File: config.mk
export PLATFORM = sky130hd
export DESIGN_NAME = comm_master
export DESIGN_NICKNAME = d
export VERILOG_FILES = /design/src/rtl/comm_master_pkg.sv /design/src/rtl/comm_master_uart_tx.sv /design/src/rtl/comm_master.sv
export SDC_FILE = /design/constraint.sdc
export NUM_CORES = 1
export LEC_CHECK = 0
export ABC_AREA = 1
export CAP_MARGIN = 20
export CORE_MARGIN = 2
export CORE_UTILIZATION = 24
export DETAILED_ROUTE_END_ITERATION = 6
export PLACE_DENSITY = 0.46
export SLEW_MARGIN = 0
export SYNTH_ARGS = -nofsm -noshare
export SYNTH_HDL_FRONTEND = slang
export SYNTH_SLANG_ARGS = --single-unit
export TNS_END_PERCENT = 30
File: constraint.sdc
create_clock -name clk -period 3.88 [get_ports clk]
set_input_delay 0.582 -clock clk [delete_from_list [all_inputs] [get_ports clk]]
set_output_delay 0.582 -clock clk [all_outputs]
set_load 0.01 [all_outputs]
File: src/rtl/comm_master_pkg.sv
// Shared types and constants for the logic-analyser command channel initiator.
package comm_pkg;

  // Command opcodes carried in cmd[15:14]
  typedef enum logic [1:0] {
    RD   = 2'b00,
    WR   = 2'b01,
    DUMP = 2'b10,
    RSVD = 2'b11
  } opcode_e;

  // Initiator sequencing states
  typedef enum logic [1:0] {
    IDLE      = 2'b00,
    HIGH      = 2'b01,
    LOW       = 2'b10,
    WAIT_RESP = 2'b11
  } state_e;

  // Response bytes returned by the analyser
  localparam logic [7:0] POS_ACK = 8'hA5;
  localparam logic [7:0] NEG_ACK = 8'hEE;

  // True when the opcode asks for a multi-byte channel dump
  function automatic logic is_dump(input logic [1:0] op);
    return (op == DUMP);
  endfunction

endpackage

File: src/rtl/comm_master_uart_tx.sv
// 8N1 UART transmitter: start bit, 8 data bits LSB first, stop bit.
// tx_done is combinational and fires in the last cycle of the stop bit so a
// follow-on trmt in that same cycle starts the next frame with no idle gap.
module uart_tx #(
  parameter int unsigned BAUD_DIV = 2604
) (
  input  logic       clk,
  input  logic       rst_n,
  input  logic       trmt,
  input  logic [7:0] tx_data,
  output logic       TX,
  output logic       tx_done
);

  logic        busy_q, busy_d;
  logic [11:0] baud_q, baud_d;
  logic [3:0]  bit_q, bit_d;
  logic [9:0]  shift_q, shift_d;
  logic        baud_end_s;

  assign baud_end_s = (baud_q == 12'(BAUD_DIV - 1));
  assign tx_done    = busy_q & baud_end_s & (bit_q == 4'd9);
  assign TX         = shift_q[0];

  // Next-state logic for baud timing, bit counting and the shift register
  always_comb begin
    busy_d  = busy_q;
    baud_d  = baud_q;
    bit_d   = bit_q;
    shift_d = shift_q;
    if (trmt) begin
      busy_d  = 1'b1;
      baud_d  = 12'd0;
      bit_d   = 4'd0;
      shift_d = {1'b1, tx_data, 1'b0};
    end else if (busy_q) begin
      if (baud_end_s) begin
        baud_d  = 12'd0;
        shift_d = {1'b1, shift_q[9:1]};
        if (bit_q == 4'd9) begin
          busy_d = 1'b0;
          bit_d  = 4'd0;
        end else begin
          bit_d = bit_q + 4'd1;
        end
      end else begin
        baud_d = baud_q + 12'd1;
      end
    end else begin
      baud_d = 12'd0;
    end
  end

  // Transmitter state registers; the line is forced idle-high on reset
  always_ff @(posedge clk or negedge rst_n) begin
    if (!rst_n) begin
      busy_q  <= 1'b0;
      baud_q  <= 12'd0;
      bit_q   <= 4'd0;
      shift_q <= 10'h3FF;
    end else begin
      busy_q  <= busy_d;
      baud_q  <= baud_d;
      bit_q   <= bit_d;
      shift_q <= shift_d;
    end
  end

endmodule

File: src/rtl/comm_master.sv
// Host-side command initiator: sends a 16-bit command as two UART frames
// (high byte first) and hands the analyser's response bytes to the host.
module comm_master
  import comm_pkg::*;
#(
  parameter int unsigned BAUD_DIV = 2604,
  parameter int unsigned ENTRIES  = 384,
  parameter int unsigned LOG2     = 9,
  parameter int unsigned TIMEOUT  = 1000000
) (
  input  logic        clk,
  input  logic        rst_n,
  input  logic [15:0] cmd,
  input  logic        snd_cmd,
  output logic        TX,
  input  logic [7:0]  rx_data,
  input  logic        rx_rdy,
  output logic        clr_rx_rdy,
  output logic        busy,
  output logic        cmd_cmplt,
  output logic [7:0]  resp,
  output logic        resp_rdy,
  output logic        resp_last,
  output logic        timeout
);

  localparam int unsigned TW = (TIMEOUT > 1) ? $clog2(TIMEOUT) : 1;

  state_e          state_q, state_d;
  logic [1:0]      op_q, op_d;
  logic [7:0]      lo_q, lo_d;
  logic [LOG2-1:0] cnt_q, cnt_d;
  logic [TW-1:0]   tmr_q, tmr_d;
  logic            busy_q, busy_d;
  logic            cmplt_q, cmplt_d;
  logic            tout_q, tout_d;
  logic [7:0]      resp_q, resp_d;
  logic            rrdy_q, rrdy_d;
  logic            rlast_q, rlast_d;

  logic            trmt_s;
  logic [7:0]      tx_data_s;
  logic            tx_done_s;
  logic            clr_s;
  logic [LOG2-1:0] exp_cnt_s;
  logic [LOG2-1:0] cnt_inc_s;

  // Only the low byte and opcode are needed after the accept cycle: the high
  // byte is handed straight to the transmitter as the command is latched.
  assign exp_cnt_s = is_dump(op_q) ? LOG2'(ENTRIES) : LOG2'(1);
  assign cnt_inc_s = cnt_q + LOG2'(1);

  uart_tx #(.BAUD_DIV(BAUD_DIV)) u_tx (
    .clk     (clk),
    .rst_n   (rst_n),
    .trmt    (trmt_s),
    .tx_data (tx_data_s),
    .TX      (TX),
    .tx_done (tx_done_s)
  );

  // Command sequencing, response collection and timeout supervision
  always_comb begin
    state_d   = state_q;
    op_d      = op_q;
    lo_d      = lo_q;
    cnt_d     = cnt_q;
    tmr_d     = tmr_q;
    busy_d    = busy_q;
    cmplt_d   = cmplt_q;
    tout_d    = tout_q;
    resp_d    = resp_q;
    rrdy_d    = 1'b0;
    rlast_d   = 1'b0;
    trmt_s    = 1'b0;
    tx_data_s = lo_q;
    clr_s     = 1'b0;
    case (state_q)
      IDLE: begin
        if (snd_cmd && !busy_q) begin
          op_d      = cmd[15:14];
          lo_d      = cmd[7:0];
          cnt_d     = '0;
          cmplt_d   = 1'b0;
          tout_d    = 1'b0;
          busy_d    = 1'b1;
          trmt_s    = 1'b1;
          tx_data_s = cmd[15:8];
          state_d   = HIGH;
        end else begin
          state_d = IDLE;
        end
      end
      HIGH: begin
        if (tx_done_s) begin
          trmt_s  = 1'b1;
          state_d = LOW;
        end else begin
          state_d = HIGH;
        end
      end
      LOW: begin
        if (tx_done_s) begin
          cmplt_d = 1'b1;
          tmr_d   = '0;
          state_d = WAIT_RESP;
        end else begin
          state_d = LOW;
        end
      end
      WAIT_RESP: begin
        if (rx_rdy) begin
          clr_s  = 1'b1;
          resp_d = rx_data;
          rrdy_d = 1'b1;
          cnt_d  = cnt_inc_s;
          tmr_d  = '0;
          if (cnt_inc_s == exp_cnt_s) begin
            rlast_d = 1'b1;
            busy_d  = 1'b0;
            state_d = IDLE;
          end else begin
            state_d = WAIT_RESP;
          end
        end else if (tmr_q == TW'(TIMEOUT - 1)) begin
          tout_d  = 1'b1;
          busy_d  = 1'b0;
          state_d = IDLE;
        end else begin
          tmr_d = tmr_q + TW'(1);
        end
      end
      default: begin
        busy_d  = 1'b0;
        state_d = IDLE;
      end
    endcase
  end

  // State and output registers
  always_ff @(posedge clk or negedge rst_n) begin
    if (!rst_n) begin
      state_q <= IDLE;
      op_q    <= 2'b00;
      lo_q    <= 8'h00;
      cnt_q   <= '0;
      tmr_q   <= '0;
      busy_q  <= 1'b0;
      cmplt_q <= 1'b0;
      tout_q  <= 1'b0;
      resp_q  <= 8'h00;
      rrdy_q  <= 1'b0;
      rlast_q <= 1'b0;
    end else begin
      state_q <= state_d;
      op_q    <= op_d;
      lo_q    <= lo_d;
      cnt_q   <= cnt_d;
      tmr_q   <= tmr_d;
      busy_q  <= busy_d;
      cmplt_q <= cmplt_d;
      tout_q  <= tout_d;
      resp_q  <= resp_d;
      rrdy_q  <= rrdy_d;
      rlast_q <= rlast_d;
    end
  end

  // clr_rx_rdy must consume the byte in the cycle rx_rdy is seen
  assign clr_rx_rdy = clr_s;
  assign busy       = busy_q;
  assign cmd_cmplt  = cmplt_q;
  assign timeout    = tout_q;
  assign resp       = resp_q;
  assign resp_rdy   = rrdy_q;
  assign resp_last  = rlast_q;

endmodule

==> results of run 1 <==
-- state kept, by name, indices dropped and copies added, names as in the netlist, 2 cells and up --
register / count
u_tx.bit_q: 4
op_q: 2
cnt_q: 9
resp: 8
u_tx.baud_q: 12
tmr_q: 20
u_tx.shift_q: 9
lo_q: 8
state_q: 2
-- power by group --
group / switching [mW] / internal, mW / total, mW
Sequential: 0.181 / 1.10 / 1.28
Clock: 0.341 / 0.532 / 0.874
Combinational: 0.554 / 0.368 / 0.922
Total: 1.08 / 2.00 / 3.08
-- placed cells by master (no fill, tap or decap), drive strengths merged --
cell,n
nor2,69
xnor2,5
nand3,43
a31o,1
clkinv,2
o2111ai,1
nand4,20
o22ai,4
ha,5
buf,3
or2,3
nor3,8
a21oi,5
clkdlybuf4s50,41
xor2,10
inv,67
nand2,221
o21ai,42
dfstp,9
dfrtp,71
clkbuf,13
nor4,5
bufinv,1
-- layer usage --
metal	vias up	part of all wire, %	GRT usage (%)
li1	1994	-	-
met5	-	0	0
met3	8	4.1	3.44
met2	68	46	18.9
met1	1730	49	15.9
met4	0	1.2	3.37
-- cells by family after synthesis --
| family | after synthesis | share of synthesized area [%] |
|---|---|---|
| buffers and inverters | 83 | 7.65 |
| AND/OR/NAND/NOR | 369 | 36.1 |
| AO/OA/AOI/OAI | 53 | 6.29 |
| adder cells (fa/ha/maj) | 5 | 1.42 |
| XOR/XNOR | 15 | 2.98 |
| flip-flops | 80 | 45.6 |
-- worst min path at each step --
stage | cells after the start | slack (ps) | start | endpoint
floorplan | 0 | 290 | rst_n | busy
global placement | 1 | 450 | u_tx.baud_q[0] | u_tx.baud_q[0]
detailed placement | 1 | 460 | u_tx.baud_q[0] | u_tx.baud_q[0]
CTS | 1 | 370 | rst_n | tmr_q[19]
global route | 1 | 390 | rst_n | tmr_q[7]
finish | 1 | 330 | rst_n | tmr_q[7]
-- critical path: cells and delay by family --
family | cells | cell delay, ps
buf+inv | 3 | 1480
simple gates | 1 | 220
-- synthesized netlist by cell type (all sizes together) --
cell type / count / area share (%)
a31o: 1 / 0.20
clkbuf: 9 / 0.77
nor4: 5 / 0.85
o2111ai: 1 / 0.20
buf: 7 / 1.2
dfstp: 9 / 5.4
nand2: 221 / 19
inv: 67 / 5.7
dfrtp: 71 / 40
nor2: 69 / 6.5
a21oi: 5 / 0.57
nor3: 8 / 1.0
nand4: 20 / 3.3
xor2: 10 / 2.0
or2: 3 / 0.43
o22ai: 4 / 0.57
ha: 5 / 1.4
xnor2: 5 / 0.99
nand3: 43 / 4.9
o21ai: 42 / 4.8
-- final cells by class --
type	instances	area share, %
Multi-Input combinational cell	442	38.6
Sequential cell	80	37.6
Timing Repair Buffer	44	8.09
Tap cell	229	5.36
Clock buffer	13	4.87
Inverter	67	4.70
Clock inverter	3	0.749
==> summary.txt, run 1 <==
Critical path
  • Worst Setup Start Kind: input port
  • Most Frequent Cell on Critical Path: clkdlybuf4s50_1
  • Cell Chain, Critical Path: clkdlybuf4s50_1 > inv_1 > nor2_2 > clkdlybuf4s50_1
  • Crit path from: rx_rdy
  • Flop2flop setup slack: about 1300 ps
  • Slowest stage delay, CP: approximately 630 ps
  • CP required: ~3300 ps
  • Slowest CP cell: clkdlybuf4s50_1
  • Critical R2R Launch: state_q[1]
  • CP Capture Type: primary output
  • Max FO, Critical Path: 13
  • Worst setup path class: input port to primary output
  • Reg2Reg Depth: 6
  • Critical Path AT: approximately 2300 ps
  • Worst setup path endpoint: clr_rx_rdy
  • Terminus of the critical flop-to-flop path: cnt_q[8]

Timing
  • Clock Skew: 5.37 ps
  • Post-route setup TNS: 0 ps
  • Least-Margin Pin Slew: 802 ps
  • Rel. slew slack: 46.5%
  • Final Hold Fails: 0
  • Hold slack: around 330 ps
  • Post-route minimum period: approximately 2900 ps
  • Final setup fails: 0
  • Slew Limit Fails: 0
  • Fin crit share: 73.9%
  • Max Fclk: roughly 350 MHz
  • Final worst slack: 1010 ps
  • RSZ-0062 raised after global routing: no

Clock network
  • Clk_lat worst skew: ~340 ps
  • Longest Clk Path Bufs: 2
  • CTS Buf Count: 9
  • Hold buffer count at CTS: 0
  • Clk pin slew, worst setup/hold paths: approximately 60 ps
  • # H-tree levels: 3
  • Post-CTS setup buffer count: 0
  • CTS Root Cell: clkbuf_16
  • CTS sink cnt: 80
  • Post-cts repair resize count: 0
  • CTS tree: done

Placed design
  • Port Buffers: 42
  • Placed cell area: 5050 sq um
  • DP HPWL: 7.78 mm
  • Dpl ws: between 800 and 900 ps
  • Placed insts: between 800 and 900
  • Placer Congestion: a little under 0.9

Logic synthesis
  • Syn Inst Count: around 610
  • Sequential area share after synthesis: 45.6%
  • Post-Syn Area: about 4400 sq um
  • Register bit count reported by yosys: 80
  • Netlist cell types: 31
  • YS warnings: 0
  • Mean post-synth cell area: ~7.3 sq um
  • Net Count, Synth: around 640

Die
  • Die H: roughly 140 um
  • CORE AREA: between 15000 and 20000 sq um
  • Full die area: between 15000 and 20000 sq um
  • Die Wd: around 140 um
  • Initial Util: between 20% and 30%
  • FP Rows: between 40 and 50
  • IO Pins: between 40 and 50

Pwr
  • Power Total: 3.08 mW
  • VDD IR max: approximately 0.23 mV
  • Leakage: 2.44 nW
  • PwrDens: 576 nW/um^2

Route
  • Wire per inst: 12.4 um
  • Router iterations before antenna repair: 4
  • Routed Antenna Nets: 0
  • Final wirelength: ~11 mm
  • Initial drt markers: 231
  • Total number of vias: between 3000 and 4000
  • DRC: 0
  • Vias per inst: around 4.3

Cells and area
  • Multi-input logic area: roughly 2100 sq um
  • Nets: 677
  • Fillers: around 2000
  • Utilization after layout: around 30%
  • Post-layout instance area: approximately 5300 sq um
  • Antenna diode count: 0
  • Fraction of layout cells with a size suffix above 1: between 7 and 8%
  • Finished Layout Cells: a little under 900
  • FF/Latch Area: ~2000 sq um
  • Area growth syn-to-layout: 21.1%

GRT
  • Grt ovf: 0
  • Antenna violations before repair: 0
  • GRT Util Overall: between 10% and 20%
  • Global-route wire length before repair: around 19 mm
  • Largest net degree at the start of global routing: 61
  • Vias in the first global route: 3813

Hold path
  • Min-Delay Path Class: input port to asynchronous set/reset pin

Status
  • Outcome: finished clean

Job
  • Max-Cap Viols: 0
(Power assumes the default switching activity.)
==> run 2: changes to the inputs <==
--- a/config.mk
+++ b/config.mk
@@ -10,7 +10,7 @@
 export CORE_MARGIN = 2
 export CORE_UTILIZATION = 24
 export DETAILED_ROUTE_END_ITERATION = 6
-export PLACE_DENSITY = 0.46
+export PLACE_DENSITY = 0.48
 export SLEW_MARGIN = 0
 export SYNTH_ARGS = -nofsm -noshare
 export SYNTH_HDL_FRONTEND = slang
==> constraint.sdc (replaced) <==
create_clock -name clk -period 2.35 [get_ports clk]
set_input_delay 0.3525 -clock clk [delete_from_list [all_inputs] [get_ports clk]]
set_output_delay 0.3525 -clock clk [all_outputs]
set_load 0.01 [all_outputs]
==> summary.txt, run 2 (same netlist as run 1, synthesis figures left out) <==
Route
  • Router iterations before antenna repair: 4 (unchanged)
  • Routed Antenna Nets: 0 (unchanged)
  • Final wirelength: 10.8 mm (-1.1%)
  • Total number of vias: 3858 (+1.5%)
  • DRC: 0 (unchanged)
  • Wire per inst: 12.1 um (-2.4%)
  • Vias per inst: 4.33 (+0.16%)
  • Initial drt markers: 249 (+7.8%)

Cells and area
  • Finished Layout Cells: 890 (+1.4%)
  • Most frequent cells in the layout: 216 x nand2_1, 71 x dfrtp_1, 64 x nor2_1, 61 x inv_1, 43 x nand3_1
  • Antenna diode count: 0 (unchanged)
  • Area growth syn-to-layout: 24.4%
  • Biggest register: tmr_q
  • Nets: 689 (+1.8%)
  • Fraction of layout cells with a size suffix above 1: 9.23% (+1.4 points)
  • Utilization after layout: 30.5% (+0.81 points)
  • Commonest non-fill, non-tap cell in the layout: nand2_1
  • Top flop regs: tmr_q x20, u_tx.baud_q x12
  • Max reg flops: 20 (unchanged)

Hold path
  • Min-Delay Path Class: input port to asynchronous set/reset pin

Clock network
  • Post-CTS setup buffer count: 0 (unchanged)
  • Post-cts repair resize count: 0 (unchanged)
  • Clk_lat worst skew: 350 ps (about the same)
  • # H-tree levels: 3 (unchanged)
  • Clk pin slew, worst setup/hold paths: 60 ps (about the same)
  • CTS sink cnt: 80 (unchanged)
  • CTS Buf Count: 9 (unchanged)
  • CTS tree: done
  • Hold buffer count at CTS: 1 (+1)
  • Longest Clk Path Bufs: 2 (unchanged)
  • CTS Root Cell: clkbuf_16

Die
  • FP Rows: 49 (unchanged)
  • Die H: 140 um (unchanged)
  • Die Wd: 140 um (unchanged)
  • Initial Util: 24.5% (unchanged)
  • CORE AREA: 18000 sq um (unchanged)
  • IO Pins: 43 (unchanged)
  • Full die area: 19500 sq um (unchanged)

Placed design
  • Port Buffers: 42 (unchanged)
  • Placer Congestion: 0.798 (-8.2%)
  • Dpl ws: 294 ps (-598 ps)
  • DP HPWL: 7.74 mm (-0.46%)
  • Placed insts: 873 (+1.3%)

Pwr
  • Sw Ratio: 33.5% (-1.5 points)
  • Comb pwr share: 29.7% (-0.2 points)
  • Clock network fraction of total power: 30.7% (+2.3 points)
  • Flop pwr share: 39.5% (-2.2 points)
  • VDD IR max: 0.544 mV (+140%)
  • PwrDens: 969 nW/um^2 (+68%)
  • Leakage: 2.51 nW (+3.1%)
  • P_sw: 1.78 mW (+66%)
  • Int Power: 3.54 mW (+77%)

Timing
  • Rel. slew slack: 67.1% (+21 points)
  • Least-Margin Pin Slew: 493 ps (-309 ps)
  • Post-route setup TNS: 0 ps (unchanged)
  • Slew Limit Fails: 0 (unchanged)
  • RSZ-0062 raised after global routing: no
  • Final Hold Fails: 0 (unchanged)
  • Final setup fails: 0 (unchanged)
  • Final worst slack: 216 ps (-796 ps)
  • Post-route minimum period: between 2000 and 2500 ps
  • Fin crit share: between 90% and 100%
  • Clock Skew: 10.1 ps (+4.74 ps)
  • Max Fclk: 469 MHz

GRT
  • Global-route wire length before repair: 18.7 mm (-1.8%)
  • Antenna violations before repair: 0 (unchanged)
  • Grt ovf: 0 (unchanged)
  • Largest net degree at the start of global routing: 59 (-3.3%)
  • GRT Util Overall: 11.8% (-0.11 points)
  • Vias in the first global route: 3755 (-1.5%)

Critical path
  • CP Capture Type: primary output
  • Max FO, Critical Path: 8 (-5)
  • Critical Path AT: 1780 ps (-510 ps)
  • CP required: 2000 ps (-1300 ps)
  • Worst setup path class: register to primary output
  • Worst Setup Start Kind: register
  • Reg2Reg Depth: 11 (+5)

Status
  • Outcome: finished clean

Job
  • Max-Cap Viols: 0 (unchanged)
## run 2: cell types whose count changed in the layout (fill, tap and decap cells not counted), sizes merged
cell,delta
bufinv,+2
buf,+11
clkinv,-2
dlygate4sd3,+1
## run 2: final timing paths
check,slack (ps),endpoint,from
setup / recovery,220,clr_rx_rdy,state_q[1]
hold / removal,450,u_tx.bit_q[3],rst_n
hold reg to reg,460,u_tx.baud_q[0],u_tx.baud_q[0]
setup reg to reg,340,tmr_q[8],tmr_q[1]
min in group clk,460,u_tx.baud_q[0],u_tx.baud_q[0]
max in group asynchronous,1250,u_tx.shift_q[8],rst_n
## run 2: critical path, cell delays in order (launching register included)
cell and delay [ps]:
dfrtp_1 430, nand2_1 280, nor2_2 190, clkdlybuf4s50_1 550
## run 2: metal layers
metal  global-route usage (%)  share of wire (%)  vias up
met3                     3.44                4.1       11
li1                         -                  -     2016
met1                     16.4                 51     1769
met4                     4.00                1.5        0
met2                     17.6                 43       62
met5                        0                  0        -
## run 2: final cells by class
cell class              count  area [sq um]
clock buffers              13           250
clock inverters             3          90.1
fillers                  2003         12500
inverters                  67           251
multi-input cells         442          2060
flip-flops and latches     80          2010
well taps                 229           287
repair buffers             56           538
## run 2: power groups by stage
stage	clock, mW	combinational (mW)	sequential (mW)
after floorplan	0	1.02	2.11
after global placement	0	1.59	2.13
after detailed placement	0	1.60	2.12
after CTS	1.68	1.61	2.11
after global routing	1.74	1.83	2.17
final	1.64	1.58	2.10
## run 2: metrics by stage
| stage | hold WS [ps] | total power [mW] | area (sq um) |
|---|---|---|---|
| after global routing | 460 | 5.74 | 5490 |
| after detailed placement | 282 | 3.72 | 5140 |
| after CTS | 451 | 5.39 | 5490 |
| after floorplan | 56.9 | 3.13 | 4420 |
| after global placement | 280 | 3.72 | 5140 |
| final | 446 | 5.32 | 5490 |
==> run 3: changes to the inputs <==
--- a/config.mk
+++ b/config.mk
@@ -8,9 +8,9 @@
 export ABC_AREA = 1
 export CAP_MARGIN = 20
 export CORE_MARGIN = 2
-export CORE_UTILIZATION = 24
+export CORE_UTILIZATION = 52
 export DETAILED_ROUTE_END_ITERATION = 6
-export PLACE_DENSITY = 0.48
+export PLACE_DENSITY = 0.83
 export SLEW_MARGIN = 0
 export SYNTH_ARGS = -nofsm -noshare
 export SYNTH_HDL_FRONTEND = slang
==> summary.txt, run 3 (same netlist as run 1, synthesis figures left out) <==
Timing
  • Max Fclk: 483 MHz (+3.2%)
  • Post-route minimum period: 2070 ps (-65.4 ps)
  • RSZ-0062 raised after global routing: no
  • Post-route setup TNS: 0 ps (unchanged)
  • Least-Margin Pin Slew: 452 ps (-40.4 ps)
  • Fin crit share: 88.0% (-2.8 points)
  • Final setup fails: 0 (unchanged)
  • Final Hold Fails: 0 (unchanged)
  • Rel. slew slack: 69.8% (+2.7 points)
  • Slew Limit Fails: 0 (unchanged)
  • Final worst slack: 281 ps (+65.4 ps)
  • Clock Skew: 11.0 ps (+0.874 ps)

GRT
  • Antenna violations before repair: 0 (unchanged)
  • Vias in the first global route: 3870 (+3.1%)
  • GRT Util Overall: 23.9% (+12 points)
  • Largest net degree at the start of global routing: 50 (-15%)
  • Global-route wire length before repair: 17.2 mm (-7.6%)
  • Grt ovf: 0 (unchanged)

Die
  • Die Wd: 96.2 um (-31%)
  • Initial Util: 53.7% (+29 points)
  • IO Pins: 43 (unchanged)
  • Die H: 96.2 um (-31%)
  • Full die area: 9240 sq um (-53%)
  • CORE AREA: 8220 sq um (-54%)
  • FP Rows: 33 (-33%)

Pwr
  • PwrDens: 913 nW/um^2 (-5.8%)
  • VDD IR max: 0.580 mV (+6.7%)
  • Leakage: 2.45 nW (-2.7%)

Critical path
  • Cell Chain, Critical Path: ha_1 > nand2_1 > nor2_1 > nand2_1 > inv_2 > nand4_2 > nor2_2 > inv_2 > nand2_4 > nand2_1 > o21ai_1
  • Max FO, Critical Path: 27 (+19)
  • Worst Setup Start Kind: register
  • Critical path's top delay family: simple AND/OR/NAND/NOR gates
  • CP required: 2620 ps (+620 ps)
  • Critical R2R Launch: tmr_q[0]
  • CP Capture Type: register
  • Flop2flop setup slack: 280 ps (-60 ps)
  • Slowest stage delay, CP: 470 ps (-80 ps)
  • Buf/Inv on CP: 2 (+1)
  • CP Depth: 11 (+8)
  • Critical Path AT: 2340 ps (+560 ps)
  • Most Frequent Cell on Critical Path: nand2_1
  • Terminus of the critical flop-to-flop path: tmr_q[3]
  • Worst setup path class: register to register
  • Slowest CP cell: dfrtp_1
  • Reg2Reg Depth: 11 (unchanged)

Route
  • Final wirelength: 9.96 mm (-7.6%)
  • DRC: 0 (unchanged)
  • Total number of vias: 3994 (+3.5%)
  • Router iterations before antenna repair: 5 (+1)
  • Initial drt markers: 324 (+30%)
  • Vias per inst: 5.23 (+21%)
  • Wire per inst: 13.0 um (+7.6%)
  • Routed Antenna Nets: 0 (unchanged)

Job
  • Max-Cap Viols: 0 (unchanged)

Cells and area
  • Biggest register: tmr_q
  • FF/Latch Area: 2010 sq um (unchanged)
  • Finished Layout Cells: 764 (-14%)
  • Top flop regs: tmr_q x20, u_tx.baud_q x12
  • Multi-input logic area: 2060 sq um (unchanged)
  • Most frequent cells in the layout: 216 x nand2_1, 71 x dfrtp_1, 64 x nor2_1, 61 x inv_1, 43 x nand3_1
  • Commonest non-fill, non-tap cell in the layout: nand2_1
  • Max reg flops: 20 (unchanged)
  • Fillers: 710 (-65%)
  • Fraction of layout cells with a size suffix above 1: 9.41% (+0.18 points)
  • Utilization after layout: 63.1% (+33 points)
  • Area growth syn-to-layout: 17.4%
  • Antenna diode count: 0 (unchanged)
  • Nets: 687 (-0.29%)

Placed design
  • Dpl ws: 288 ps (-5.46 ps)
  • Placed insts: 747 (-14%)
  • Port Buffers: 42 (unchanged)
  • Placer Congestion: 0.919 (+15%)
  • DP HPWL: 7.36 mm (-4.9%)

Status
  • Outcome: finished clean

Clock network
  • Clk_lat worst skew: 350 ps (about the same)
  • CTS Root Cell: clkbuf_8
  • Clk pin slew, worst setup/hold paths: 90 ps (+30 ps)
  • CTS Buf Count: 9 (unchanged)
  • CTS tree: done
  • Longest Clk Path Bufs: 2 (unchanged)
  • # H-tree levels: 3 (unchanged)
  • CTS sink cnt: 80 (unchanged)

Hold path
  • Hold Startpoint: u_tx.baud_q[0]
  • Hold Path End: u_tx.baud_q[0]
  • Hold depth: 1
  • Min-Delay Path Class: register to register
[run 3: power by group]
group,total [mW],internal (mW),switching (mW)
Combinational,1.57,0.642,0.927
Sequential,2.12,1.82,0.304
Clock,1.04,0.504,0.539
[run 3: area by class of cell]
cell class                      instances  area share, %
Clock inverter                          7           1.50
Multi-Input combinational cell        442           39.8
Sequential cell                        80           38.8
Inverter                               67           4.85
Clock buffer                            9           2.39
Timing Repair Buffer                   54           10.1
Tap cell                              105           2.53
[run 3: repair_timing]
action / in CTS / in global routing
resized for setup: 0 / 0
buffers inserted: 0 / 0
hold buffers: 1 / 0
endpoints found under the setup margin: 0 / 0
endpoints found under the hold margin: 31 / 0
[run 3: through the flow]
stage	power, mW	cell area (sq um)	hold WS, ps
6_report	4.73	5180	469
3_3_place_gp	3.63	4970	323
2_1_floorplan	3.13	4420	56.9
4_1_cts	4.76	5180	476
3_5_place_dp	3.71	4970	328
5_1_grt	5.11	5180	489
[run 3: worst max-delay path by stage]
stage / startpoint / end / slack, ps
2_1_floorplan: tmr_q[0] / tmr_q[12] / 670
3_3_place_gp: rx_rdy / clr_rx_rdy / 320
3_5_place_dp: tmr_q[0] / tmr_q[12] / 290
4_1_cts: tmr_q[0] / tmr_q[3] / 260
5_1_grt: tmr_q[0] / tmr_q[9] / 40
6_report: tmr_q[0] / tmr_q[3] / 280
[run 3: layer usage]
metal,wire length (um),track usage (%)
met5,0,0
met4,140,8.57
met3,453,3.37
met2,4780,39.2
met1,4580,32.4
